$ cat src/rtl/div_share_pkg.sv
// rtl/div_share_pkg.sv - shared types and helpers for the divider share arbiter
// Contents: arbiter state enum, result status struct, id width helper.
package div_share_pkg;

  typedef enum logic [1:0] {
    IDLE  = 2'd0,
    ISSUE = 2'd1,
    WAIT  = 2'd2,
    RESP  = 2'd3
  } state_t;

  typedef struct packed {
    logic zerodiv;
    logic overflow;
    logic timeout;
  } div_status_t;

  // Width of a requester index; never below one bit so ports stay legal.
  function automatic int id_w(input int n);
    return (n > 1) ? $clog2(n) : 1;
  endfunction

endpackage

$ cat src/rtl/rr_pick.sv
// rtl/rr_pick.sv - rotating priority picker for the divider share arbiter
// Ports:
//   valid  in   N   request vector
//   ptr    in   IW  highest-priority index for this pick
//   found  out  1   at least one request is valid
//   index  out  IW  first valid index at or after ptr, wrapping modulo N
module rr_pick
  import div_share_pkg::*;
#(
  parameter int N  = 4,
  parameter int IW = id_w(N)
) (
  input  logic [N-1:0]  valid,
  input  logic [IW-1:0] ptr,
  output logic          found,
  output logic [IW-1:0] index
);

  localparam logic [IW:0] N_EXT = (IW+1)'(N);

  logic [2*N-2:0] doubled;
  logic [N-1:0]   rotated;
  logic [IW-1:0]  offset;
  logic [IW:0]    sum;

  always_comb begin
    // rotated[k] corresponds to valid[(ptr + k) mod N]
    doubled = {valid[N-2:0], valid};
    rotated = doubled[ptr +: N];
    found   = 1'b0;
    offset  = '0;
    // Descending scan so the lowest set offset wins.
    for (int k = N - 1; k >= 0; k--) begin
      if (rotated[k]) begin
        found  = 1'b1;
        offset = k[IW-1:0];
      end
    end
    sum = {1'b0, ptr} + {1'b0, offset};
    if (sum >= N_EXT) begin
      sum = sum - N_EXT;
    end
    index = sum[IW-1:0];
  end

endmodule

$ cat src/rtl/div_share_arbiter.sv
// rtl/div_share_arbiter.sv - round-robin scheduler sharing one iterative divider among NUM_REQ lanes
// Ports:
//   clk_in, rst_n_in                  clock, asynchronous active-low reset
//   req_valid_in/req_ready_out        per-lane job handshake (ready is one-hot, one cycle)
//   req_a_in/req_b_in                 packed per-lane dividend/divisor, lane i = [i*WIDTH +: WIDTH]
//   resp_valid_out/resp_ready_in      per-lane result handshake (valid is one-hot)
//   resp_q_out, resp_*_out            shared result bus and status flags
//   div_start_out, div_a_out/b_out    divider launch pulse and held operands
//   div_done_in, div_valid_in, div_zerodiv_in, div_overflow_in, div_q_in   divider result
//   busy_out, grant_id_out            activity flag and current/last owner
// Optional feature: define DIV_SHARE_TIMEOUT_EN to bound WAIT by TIMEOUT_CYCLES.
module div_share_arbiter
  import div_share_pkg::*;
#(
  parameter int  NUM_REQ        = 4,
  parameter int  WIDTH          = 16,
  parameter int  FRAC_BITS      = 14,
  parameter int  TIMEOUT_CYCLES = 64,
  localparam int ID_W           = id_w(NUM_REQ)
) (
  input  logic                     clk_in,
  input  logic                     rst_n_in,
  input  logic [NUM_REQ-1:0]       req_valid_in,
  output logic [NUM_REQ-1:0]       req_ready_out,
  input  logic [NUM_REQ*WIDTH-1:0] req_a_in,
  input  logic [NUM_REQ*WIDTH-1:0] req_b_in,
  output logic [NUM_REQ-1:0]       resp_valid_out,
  input  logic [NUM_REQ-1:0]       resp_ready_in,
  output logic [WIDTH-1:0]         resp_q_out,
  output logic                     resp_zerodiv_out,
  output logic                     resp_overflow_out,
  output logic                     resp_timeout_out,
  output logic                     div_start_out,
  output logic [WIDTH-1:0]         div_a_out,
  output logic [WIDTH-1:0]         div_b_out,
  input  logic                     div_done_in,
  input  logic                     div_valid_in,
  input  logic                     div_zerodiv_in,
  input  logic                     div_overflow_in,
  input  logic [WIDTH-1:0]         div_q_in,
  output logic                     busy_out,
  output logic [ID_W-1:0]          grant_id_out
);

  localparam logic [ID_W-1:0] LAST_ID = ID_W'(NUM_REQ - 1);

  state_t           state, state_next;
  logic             armed;
  logic             grant;
  logic             pick_found;
  logic [ID_W-1:0]  pick_index;
  logic [ID_W-1:0]  owner;
  logic [ID_W-1:0]  rr_ptr;
  logic [WIDTH-1:0] a_reg, b_reg, q_reg;
  div_status_t      status;
  logic             timeout_hit;
  logic [WIDTH-1:0] lane_a [NUM_REQ];
  logic [WIDTH-1:0] lane_b [NUM_REQ];

  // Fraction position belongs to the divider; the arbiter only moves bits.
  logic unused_cfg;
  assign unused_cfg = ^{FRAC_BITS, TIMEOUT_CYCLES};

  always_comb begin
    for (int i = 0; i < NUM_REQ; i++) begin
      lane_a[i] = req_a_in[i*WIDTH +: WIDTH];
      lane_b[i] = req_b_in[i*WIDTH +: WIDTH];
    end
  end

  rr_pick #(
    .N  (NUM_REQ),
    .IW (ID_W)
  ) u_pick (
    .valid (req_valid_in),
    .ptr   (rr_ptr),
    .found (pick_found),
    .index (pick_index)
  );

  // armed stays low for the first cycle after reset so that no ready can
  // appear while rst_n_in is still asserted.
  assign grant = (state == IDLE) && armed && pick_found;

`ifdef DIV_SHARE_TIMEOUT_EN
  localparam int               CNT_W    = $clog2(TIMEOUT_CYCLES + 1);
  // WAIT starts one cycle after the start pulse, so firing at count
  // TIMEOUT_CYCLES-2 lands RESP exactly TIMEOUT_CYCLES after start.
  localparam logic [CNT_W-1:0] CNT_LAST = CNT_W'(TIMEOUT_CYCLES - 2);

  logic [CNT_W-1:0] wd_cnt;

  always_ff @(posedge clk_in or negedge rst_n_in) begin
    if (!rst_n_in) begin
      wd_cnt <= '0;
    end else if (state == WAIT) begin
      wd_cnt <= wd_cnt + CNT_W'(1);
    end else begin
      wd_cnt <= '0;
    end
  end

  assign timeout_hit = (state == WAIT) && (wd_cnt == CNT_LAST);
`else
  assign timeout_hit = 1'b0;
`endif

  // State register
  always_ff @(posedge clk_in or negedge rst_n_in) begin
    if (!rst_n_in) begin
      state <= IDLE;
    end else begin
      state <= state_next;
    end
  end

  // Next-state logic; a done seen in ISSUE is ignored because ISSUE never samples it.
  always_comb begin
    state_next = state;
    case (state)
      IDLE:    if (grant) state_next = ISSUE;
      ISSUE:   state_next = WAIT;
      WAIT:    if (div_done_in || timeout_hit) state_next = RESP;
      RESP:    if (resp_ready_in[owner]) state_next = IDLE;
      default: state_next = IDLE;
    endcase
  end

  // Output logic
  always_comb begin
    req_ready_out  = '0;
    resp_valid_out = '0;
    div_start_out  = 1'b0;
    busy_out       = (state != IDLE);
    case (state)
      IDLE:    if (grant) req_ready_out[pick_index] = 1'b1;
      ISSUE:   div_start_out = 1'b1;
      RESP:    resp_valid_out[owner] = 1'b1;
      default: ;
    endcase
  end

  // Job and result registers
  always_ff @(posedge clk_in or negedge rst_n_in) begin
    if (!rst_n_in) begin
      armed  <= 1'b0;
      owner  <= '0;
      rr_ptr <= '0;
      a_reg  <= '0;
      b_reg  <= '0;
      q_reg  <= '0;
      status <= '0;
    end else begin
      armed <= 1'b1;
      if (grant) begin
        owner <= pick_index;
        a_reg <= lane_a[pick_index];
        b_reg <= lane_b[pick_index];
      end
      if (state == WAIT) begin
        if (div_done_in) begin
          q_reg  <= div_valid_in ? div_q_in : '0;
          status <= '{zerodiv: div_zerodiv_in, overflow: div_overflow_in, timeout: 1'b0};
        end else if (timeout_hit) begin
          q_reg  <= '0;
          status <= '{zerodiv: 1'b0, overflow: 1'b0, timeout: 1'b1};
        end
      end
      if ((state == RESP) && resp_ready_in[owner]) begin
        rr_ptr <= (owner == LAST_ID) ? '0 : owner + ID_W'(1);
      end
    end
  end

  assign resp_q_out        = q_reg;
  assign resp_zerodiv_out  = status.zerodiv;
  assign resp_overflow_out = status.overflow;
  assign resp_timeout_out  = status.timeout;
  assign div_a_out         = a_reg;
  assign div_b_out         = b_reg;
  assign grant_id_out      = owner;

endmodule

$ cat config.mk
export PLATFORM = sky130hd
export DESIGN_NAME = div_share_arbiter
export DESIGN_NICKNAME = d
export VERILOG_FILES = /design/src/rtl/div_share_pkg.sv /design/src/rtl/rr_pick.sv /design/src/rtl/div_share_arbiter.sv
export SDC_FILE = /design/constraint.sdc
export NUM_CORES = 1
export LEC_CHECK = 0
export ABC_AREA = 0
export CORE_ASPECT_RATIO = 2
export CORE_MARGIN = 4
export CORE_UTILIZATION = 33
export DETAILED_ROUTE_END_ITERATION = 8
export PLACE_DENSITY_LB_ADDON = 0.05
export RECOVER_POWER = 25
export SYNTH_ARGS = -nofsm -noshare
export SYNTH_HDL_FRONTEND = slang
export SYNTH_SLANG_ARGS = --single-unit
$ cat constraint.sdc
create_clock -name clk_in -period 4.61 [get_ports clk_in]
set_clock_uncertainty 0.1 [all_clocks]
set_input_delay 0.922 -clock clk_in [delete_from_list [all_inputs] [get_ports clk_in]]
set_output_delay 0.922 -clock clk_in [all_outputs]
set_load 0.02 [all_outputs]
* Yosys cells after proc, flatten, opt, wreduce, memory -nomap -nowiden
Cells that the tools add are included.
** Cells by class
- Order comparisons :: 6
- Bitwise gates (word level) :: 1
- Equal/unequal tests :: 7
- $add $sub $neg :: 3
- Reduce and logical (&&, ||, !) cells :: 9
- Muxes and demuxes :: 31
- Shift-type cells :: 1
** Operators by type and width (count)
- 16-bit 2-to-1 mux :: 5
- 16-bit binary-select mux with 2-bit select :: 2
- 2-bit 2-to-1 mux :: 9
- 4-bit 2-to-1 mux :: 3
- 1-bit 2-to-1 mux :: 8
- 2-bit one-hot mux with 4 select lines :: 1
- 7-bit by 3-bit indexed part select with 4-bit output :: 1
- 2-bit == test (second input constant) :: 3
- 3-bit greater-or-equal comparator (second input constant) :: 2
- 2-bit by 3-bit < comparator with 1-bit output (second input constant) :: 2
- 2-bit != test (second input constant) :: 3
- 1-bit logical AND :: 5
- 1-bit demux with 2-bit select :: 2
- 2-bit by 1-bit greater-or-equal comparator with 1-bit output (second input constant) :: 2
- 2-bit by 2-bit adder with 3-bit output :: 1
- 2-bit inverter with 3-bit output :: 1
- 3-bit AND reduction :: 1
- 2-bit by 1-bit adder with 2-bit output (second input constant) :: 1
- 1-bit binary-select mux with 2-bit select :: 1
- 2-bit by 1-bit == test with 1-bit output (second input constant) :: 1
- 2-bit logical NOT :: 1
- 2-bit AND reduction :: 1
- 2-bit nonzero test :: 1
- 2-bit by 1-bit subtractor with 2-bit output (second input constant) :: 1
** Word-level totals
- Output and inout port bits :: 63
- Logic and storage cells :: 67
- Register bits after elaboration :: 57

* Longest topological paths before layout
Gate-level depths: netlist of the first run.
- Depth in word-level cells :: 14
- Depth in mapped cells :: 12
- Depth with buffers taken out :: 10

* By module
Synthesis of the first run repeated with hierarchy kept, for this count alone.
** Unflattened totals
- Cells, all modules :: 325
- Area, all modules :: 3422.0 µm²
** Modules (own cells, without submodules)
- div_share_arbiter :: sequential area each 1426.4 µm², area each 3241.9 µm², cells an instance 302, times used 1
- rr_pick :: sequential area each 0.0 µm², area each 180.2 µm², cells an instance 23, times used 1

* Worst setup path before layout of the first run
Ideal clock, no wire load.
- Path type :: input-to-output
- From :: input req_valid_in[2]
- To :: output req_ready_out[1]
- Stages :: 12
- Arrival :: 3.186 ns
- Slack :: 0.402 ns
- Path through :: clkbuf_1 -> nor2b_1 -> a21oi_1 -> nor2_1 -> a21oi_1 -> a21oi_1 -> ha_1 -> buf_2 -> clkbuf_1 -> clkbuf_1 -> nand2_1 -> nor3_1
** On the way
- Cells in the longest elaborated chain, start to end :: 14
- Elaborated cells between the ends (all ways) :: 21
- Classes of those cells :: 2 x add/sub; 3 x order compare; 1 x shift; 13 x mux; 2 x reduce/logical
** RTL lines
- start, declared :: line div_share_arbiter.sv:23 : input logic [NUM_REQ-1:0] req_valid_in,
- 7-bit by 3-bit indexed part select with 4-bit output * :: line rr_pick.sv:29 : rotated = doubled[ptr +: N];
- 2-bit 2-to-1 mux (4 in a row) :: line rr_pick.sv:34 : if (rotated[k]) begin
- 2-bit by 2-bit adder with 3-bit output :: line rr_pick.sv:39 : sum = {1'b0, ptr} + {1'b0, offset};
- 3-bit greater-or-equal comparator / 2-bit by 1-bit subtractor with 2-bit output (equally long branches) :: line rr_pick.sv:40, rr_pick.sv:41
- 2-bit 2-to-1 mux :: line rr_pick.sv:40 : if (sum >= N_EXT) begin
- 2-bit by 3-bit < comparator with 1-bit output (not written as such) / 2-bit by 1-bit greater-or-equal comparator with 1-bit output (equally long branches) :: line div_share_arbiter.sv:136 : IDLE: if (grant) req_ready_out[pick_index] = 1'b1;
- 1-bit logical AND (not written as such) :: line div_share_arbiter.sv:136
- 1-bit 2-to-1 mux (not written as such) :: line div_share_arbiter.sv:136
- 1-bit demux with 2-bit select :: line div_share_arbiter.sv:136
- 4-bit 2-to-1 mux * :: line div_share_arbiter.sv:136
- 4-bit 2-to-1 mux * :: line div_share_arbiter.sv:135 : case (state)
- end, declared :: line div_share_arbiter.sv:24 : output logic [NUM_REQ-1:0] req_ready_out,
Every way passes the cells marked *; elsewhere a longest branch is shown, timed or not.

* Worst setup path after layout of the first run
- From :: input req_valid_in[0]
- To :: output req_ready_out[3]
Same word-level chain as after synthesis.

==> flow_summary.json, run 1 <==
{
  "dr_total_vias": 4054,
  "antenna_left": 0,
  "fp.dieW_um": 87.35,
  "routed_via_density": 5.184,
  "post-cts-setup-buffer-count": 0,
  "worst_path_required_time_ps": 3590,
  "start_util_pct": 33.87,
  "cts.repair.resized": 3,
  "grt_pass1_vias": 4260,
  "grt_pass1_wl_um": 22470,
  "finalMaxSlewViolations": 60,
  "synth_cell_type_count": 42,
  "ys_dominant_reg_cell": "sky130_fd_sc_hd__dfrtp_1",
  "row_count": 57,
  "synth_seq_area_share_pct": 34.33,
  "route.met2.wl_um": 8308,
  "clock_tree.buffer_depth": 2,
  "max_fclk_mhz": 233.5,
  "post_layout_nonfiller_instances": 782,
  "routed-wl-met3_um": 941,
  "syn-mean-instance-area_um2": 9.893,
  "setup-violations-final": 0,
  "synth.largest_area_cell": "sky130_fd_sc_hd__dfrtp_1",
  "routed_wirelength_um": 14760,
  "cts_made_buffers": 9,
  "finalHoldWorstSlack_ps": 371.7,
  "global_route.overflow_total": 0,
  "drt_pass1_iterations": 4,
  "synth.area.top_cells": "sky130_fd_sc_hd__dfrtp_1 (34%), sky130_fd_sc_hd__nor2b_1 (9.9%), sky130_fd_sc_hd__a2111oi_2 (9.8%)",
  "mostFrequentLayoutCell": "sky130_fd_sc_hd__clkdlybuf4s50_1",
  "area.growth.synth_to_final_pct": 63.47,
  "die_ar_um2": 14560,
  "fraction_of_final_layout_cells_sized_beyond_drive_strength_1_pct": 17.67,
  "synth_enable_flop_cells": 0,
  "max-cap-violations": 2,
  "hp-class": "reg -> reg",
  "reg2regPathDepth": 12,
  "total_leakage_power_nw": 2.648,
  "ir_worst_vdd_v": 0.001170,
  "max_slew.worst_pin.slew_ps": 1864,
  "mostFrequentLayoutCells": "sky130_fd_sc_hd__clkdlybuf4s50_1 (214), sky130_fd_sc_hd__nand2_1 (70), sky130_fd_sc_hd__nor2b_1 (66)",
  "yosysTopAreaCellShare_pct": 34.33,
  "yosysWarningCount": 0,
  "layout.nets": 798,
  "crit_type": "in -> out",
  "setup_repair_after_global_routing_missed_its_margin": "no",
  "wl_met1_um": 5095,
  "setup.worst_path.end_class": "primary output",
  "synthesis.area_um2": 4155,
  "ctsRootBufferMaster": "sky130_fd_sc_hd__clkbuf_16",
  "worst_slew_margin_rel_pct": -24.29,
  "critPathMaxFanout": 5,
  "initialDrtViolationCount": 147,
  "grt_max_degree": 129,
  "drt_drc_violations_left": 0,
  "finalHoldViolations": 0,
  "post_synth_inst_count": 420,
  "postCtsHoldBufs": 0,
  "crit_start": "req_valid_in[0]",
  "net_count_of_the_mapped_netlist": 589,
  "ctsHtreeMaxLevel": 3,
  "clock_latency_ps": 320,
  "combined_area_of_the_multi_input_logic_cells_um2": 2472,
  "n_fill_cell": 1157,
  "globalRouteTotalUtil_pct": 19.97,
  "clkSinkCount": 57,
  "powerDensity_nw_per_um2": 708.0,
  "core_region_area_um2": 12270,
  "placed_cells": 765,
  "highest-signal-layer": "met4",
  "reg2reg_from": "rr_ptr[1]$_DFFE_PN0P_",
  "synth.ff_latch_count": 57,
  "violations": "max-capacitance violations, max-slew violations",
  "worstSetupStartpointType": "input pin",
  "worst_ep_arrival_time_ps": 3260,
  "die_height_um": 166.7,
  "post-dp-hpwl_um": 11350,
  "port_buffers": 219,
  "cts.clk_slew.worst_paths_ps": 50,
  "grt_antenna_before_repair": 1,
  "whs_path_depth": 2,
  "hold_start": "div_a_out[12]$_DFFE_PN0N_",
  "routabilityCongestion": 0.7898,
  "wl_cell_um": 18.87,
  "timing.final.crit_share_pct": 92.91,
  "final.min_clock_period_ps": 4283,
  "ys_async_sr_fraction_pct": 100.0,
  "run_status": "finished, violations left",
  "clock_tree_from_tritoncts": "done",
  "io_pins": 221,
  "total_power_mw": 4.809,
  "layout.area.seq_um2": 1426
}
==> layer usage <==
layer	vias to the layer above	track usage (%)
li1	1968	-
met1	1912	21.15
met5	-	0
met3	23	4.251
met2	151	37.19
met4	0	7.348
==> flip-flops by register name, indices dropped and copies added, names as in the netlist <==
| name | count |
|---|---|
| state | 2 |
| resp_zerodiv_out | 1 |
| resp_q_out | 16 |
| div_b_out | 16 |
| grant_id_out | 2 |
| armed | 1 |
| rr_ptr | 2 |
| div_a_out | 16 |
| resp_overflow_out | 1 |
==> report_power, final <==
part | total [mW] | switching, mW | internal, mW | leakage (nW)
registers | 0.886 | 0.158 | 0.729 | 0.717
clock network | 0.732 | 0.244 | 0.488 | 0.151
logic | 3.19 | 1.82 | 1.37 | 1.78
total | 4.81 | 2.22 | 2.59 | 2.65
==> cells by family after synthesis <==
logic type / synth area share, %
buffers and inverters: 6.745
flip-flops: 34.33
XOR/XNOR: 0.4216
multiplexers: 1.867
other: 0.1807
adder cells (fa/ha/maj): 3.312
AND/OR/NAND/NOR: 20.96
AO/OA/AOI/OAI: 32.19
==> metrics by stage <==
stage | instance area (µm²) | utilization (%) | setup slack [ps] | TNS, ps
final | 6793 | 55.38 | 327.0 | 0
after global routing | 6793 | 55.38 | 52.98 | 0
after CTS | 6798 | 55.42 | 15.46 | 0
after detailed placement | 6466 | 52.71 | -95.27 | -135.0
after global placement | 6466 | 52.71 | -68.24 | -118.4
after floorplan | 4155 | - | 402.5 | 0
==> final timing paths <==
kind | slack [ps] | end
max | 330 | req_ready_out[3]
min | 370 | div_a_out[12]$_DFFE_PN0N_
max reg2reg | 1560 | div_a_out[11]$_DFFE_PN0N_
min reg2reg | 370 | div_a_out[12]$_DFFE_PN0N_
max in group asynchronous | 1170 | resp_q_out[15]$_DFFE_PN0P_
min in group asynchronous | 1000 | resp_q_out[4]$_DFFE_PN0P_
==> critical path: stages <==
cell	delay, ps
sky130_fd_sc_hd__clkdlybuf4s50_1	540
sky130_fd_sc_hd__inv_1	60
sky130_fd_sc_hd__o21ai_0	150
sky130_fd_sc_hd__a21oi_1	90
sky130_fd_sc_hd__nor3_1	220
sky130_fd_sc_hd__a21oi_2	90
sky130_fd_sc_hd__ha_4	190
sky130_fd_sc_hd__xnor2_1	110
sky130_fd_sc_hd__buf_4	150
sky130_fd_sc_hd__nor4_4	230
sky130_fd_sc_hd__nor2_2	90
sky130_fd_sc_hd__nor3_1	200
sky130_fd_sc_hd__clkbuf_2	200
==> synthesized netlist by cell type, drive strengths merged, types with 2 or more instances <==
cell,count
dfrtp,57
a221oi,32
a2111oi,32
nor2,5
and2,4
ha,11
nor2b,66
clkbuf,21
nand2b,5
conb,2
inv,8
nor3,5
buf,21
a21oi,5
nor4,4
o31ai,34
o21ai,20
mux2,4
nand2,71
==> layout make-up <==
type                            count  share of cell area (%)
Clock inverter                      6                   1.345
Timing Repair Buffer              240                   34.56
Sequential cell                    57                   21.00
Clock buffer                       10                   3.518
Tap cell                          147                   2.708
Antenna cell                        1                 0.03684
Multi-Input combinational cell    313                   36.40
Inverter                            8                  0.4421
(Power assumes the default switching activity.)
==> inputs of run 2 (changes only) <==
CORE_UTILIZATION = 40   (was 33)
==> flow_summary.json, run 2 (synthesis gave the netlist of run 1 again) <==
{
  "run_status": "finished, violations left",
  "initialDrtViolationCount": 169,
  "crit_type": "in -> out",
  "clock_tree_from_tritoncts": "done",
  "clock_tree.buffer_depth": 2,
  "cts_made_buffers": 9,
  "drt_drc_violations_left": 0,
  "post-dp-hpwl_um": 10970,
  "violations": "max-capacitance violations, max-slew violations",
  "setup.reg_to_reg.worst_slack_ps": 1660,
  "layout.nets": 799,
  "timing.final.crit_share_pct": 95.84,
  "routed_via_density": 5.334,
  "total_leakage_power_nw": 2.633,
  "io_pins": 221,
  "fp.dieW_um": 80.07,
  "port_buffers": 219,
  "ctsHtreeMaxLevel": 3,
  "reg2regPathDepth": 12,
  "post_layout_nonfiller_instances": 770,
  "placed_cells": 754,
  "max_fclk_mhz": 226.3,
  "die_height_um": 152.1,
  "die_ar_um2": 12180,
  "finish.utilization_pct": 66.42,
  "grt.met1_usage_pct": 24.42,
  "antenna_left": 0,
  "ctsRootBufferMaster": "sky130_fd_sc_hd__clkbuf_16",
  "core_region_area_um2": 10150,
  "detailed_place.area_um2": 6459,
  "grt_pass1_vias": 4364,
  "worst_ep_arrival_time_ps": 3400,
  "clock_latency_ps": 330,
  "postCtsHoldBufs": 0,
  "setup.worst_path.end_class": "primary output",
  "grt_max_degree": 129,
  "start_util_pct": 40.94,
  "routed_wirelength_um": 14300,
  "finalInstanceArea_um2": 6741,
  "worst_slew_margin_rel_pct": -17.83,
  "crit_start": "req_valid_in[0]",
  "setup_repair_after_global_routing_missed_its_margin": "no",
  "ir_worst_vdd_v": 0.001115,
  "whs_path_depth": 2,
  "finalHoldWorstSlack_ps": 380.1,
  "grt_pass1_wl_um": 22250,
  "timing.hold.worst_endpoint": "resp_q_out[5]$_DFFE_PN0P_",
  "hp-class": "reg -> reg",
  "powerDensity_nw_per_um2": 697.9,
  "final.min_clock_period_ps": 4418,
  "area.growth.synth_to_final_pct": 62.24,
  "grt.met2_usage_pct": 43.79,
  "max-cap-violations": 2,
  "antenna-diode-count": 0,
  "wl_cell_um": 18.56,
  "globalRouteTotalUtil_pct": 23.60,
  "reg2reg_from": "rr_ptr[1]$_DFFE_PN0P_",
  "grt_antenna_before_repair": 0,
  "global_route.overflow_total": 0,
  "setup-violations-final": 0,
  "mostFrequentLayoutCell": "sky130_fd_sc_hd__clkdlybuf4s50_1",
  "worstSetupStartpointType": "input pin",
  "hold_start": "resp_q_out[5]$_DFFE_PN0P_",
  "crit-reg2reg-capture": "div_a_out[5]$_DFFE_PN0N_",
  "clkSinkCount": 57,
  "drt_pass1_iterations": 4,
  "routabilityCongestion": 0.8000,
  "row_count": 52,
  "critPathMaxFanout": 4,
  "cts.clk_slew.worst_paths_ps": 60,
  "mostFrequentLayoutCells": "sky130_fd_sc_hd__clkdlybuf4s50_1 (214), sky130_fd_sc_hd__nand2_1 (70), sky130_fd_sc_hd__nor2b_1 (66)",
  "fraction_of_final_layout_cells_sized_beyond_drive_strength_1_pct": 17.48,
  "max_slew.worst_pin.slew_ps": 1767,
  "global_route.peak_usage_layer": "met2",
  "finalHoldViolations": 0,
  "dr_total_vias": 4107,
  "post-cts-setup-buffer-count": 0,
  "grt_use_met3_pct": 5.680,
  "finalMaxSlewViolations": 60,
  "worst_path_required_time_ps": 3590
}
## run 2: changes by cell type in the layout (fill, tap and decap cells not counted)
cell,previous run,this run
sky130_fd_sc_hd__clkinvlp_4,3,1
sky130_fd_sc_hd__diode_2,1,0
sky130_fd_sc_hd__buf_4,19,20
sky130_fd_sc_hd__clkinv_4,1,2
sky130_fd_sc_hd__clkbuf_2,2,0
sky130_fd_sc_hd__dlygate4sd2_1,0,3
sky130_fd_sc_hd__dlymetal6s2s_1,2,1
sky130_fd_sc_hd__bufinv_16,2,0
sky130_fd_sc_hd__inv_6,0,4
sky130_fd_sc_hd__clkbuf_8,1,0
## run 2: where the power goes
part           switching (mW)  internal (mW)  total (mW)
Clock                   0.261          0.372       0.634
Combinational            1.82           1.37        3.19
Sequential              0.147          0.729       0.876
## run 2: final cells by class
class	instances	area, µm²
clock inverter	7	60.06
timing repair buffer	241	2359
multi-input combinational	313	2472
tap	135	168.9
sequential	57	1426
fill	897	3408
inverter	8	30.03
clock buffer	9	225.2
## run 2: worst max path at each step
stage	to	slack, ps	cells after the start
6_report	req_ready_out[3]	190	12
5_1_grt	req_ready_out[3]	40	12
4_1_cts	req_ready_out[0]	20	11
3_5_place_dp	req_ready_out[1]	-110	11
3_3_place_gp	req_ready_out[1]	-20	11
2_1_floorplan	req_ready_out[1]	400	12
## run 2: critical path, cell delays in order
cell                              delay, ps
sky130_fd_sc_hd__clkdlybuf4s50_1        530
sky130_fd_sc_hd__inv_1                   50
sky130_fd_sc_hd__o21ai_0                180
sky130_fd_sc_hd__a21oi_1                100
sky130_fd_sc_hd__nor3_1                 240
sky130_fd_sc_hd__a21oi_2                 90
sky130_fd_sc_hd__ha_4                   200
sky130_fd_sc_hd__xnor2_1                160
sky130_fd_sc_hd__nor4_4                 280
sky130_fd_sc_hd__nor2_2                  90
sky130_fd_sc_hd__nor3_1                 170
sky130_fd_sc_hd__dlygate4sd2_1          380
## run 2: per-layer routing
| metal | wire [µm] | part of all wire (%) |
|---|---|---|
| met5 | 0 | 0 |
| met4 | 491 | 3.4 |
| met3 | 910 | 6.4 |
| met2 | 7885 | 55 |
| met1 | 5009 | 35 |
## run 2: through the flow
| step | TNS, ps | setup WS (ps) | power (mW) |
|---|---|---|---|
| 3_3_place_gp | -21.33 | -21.33 | 4.031 |
| 5_1_grt | 0 | 35.37 | 5.045 |
| 4_1_cts | 0 | 18.75 | 4.761 |
| 3_5_place_dp | -255.9 | -108.2 | 4.105 |
| 2_1_floorplan | 0 | 402.5 | 3.084 |
| 6_report | 0 | 191.7 | 4.705 |
## run 2: what timing repair did
action	4_1_cts	5_1_grt
resized for setup	4	1
endpoints found under the setup margin	3	1
gates cloned	0	0
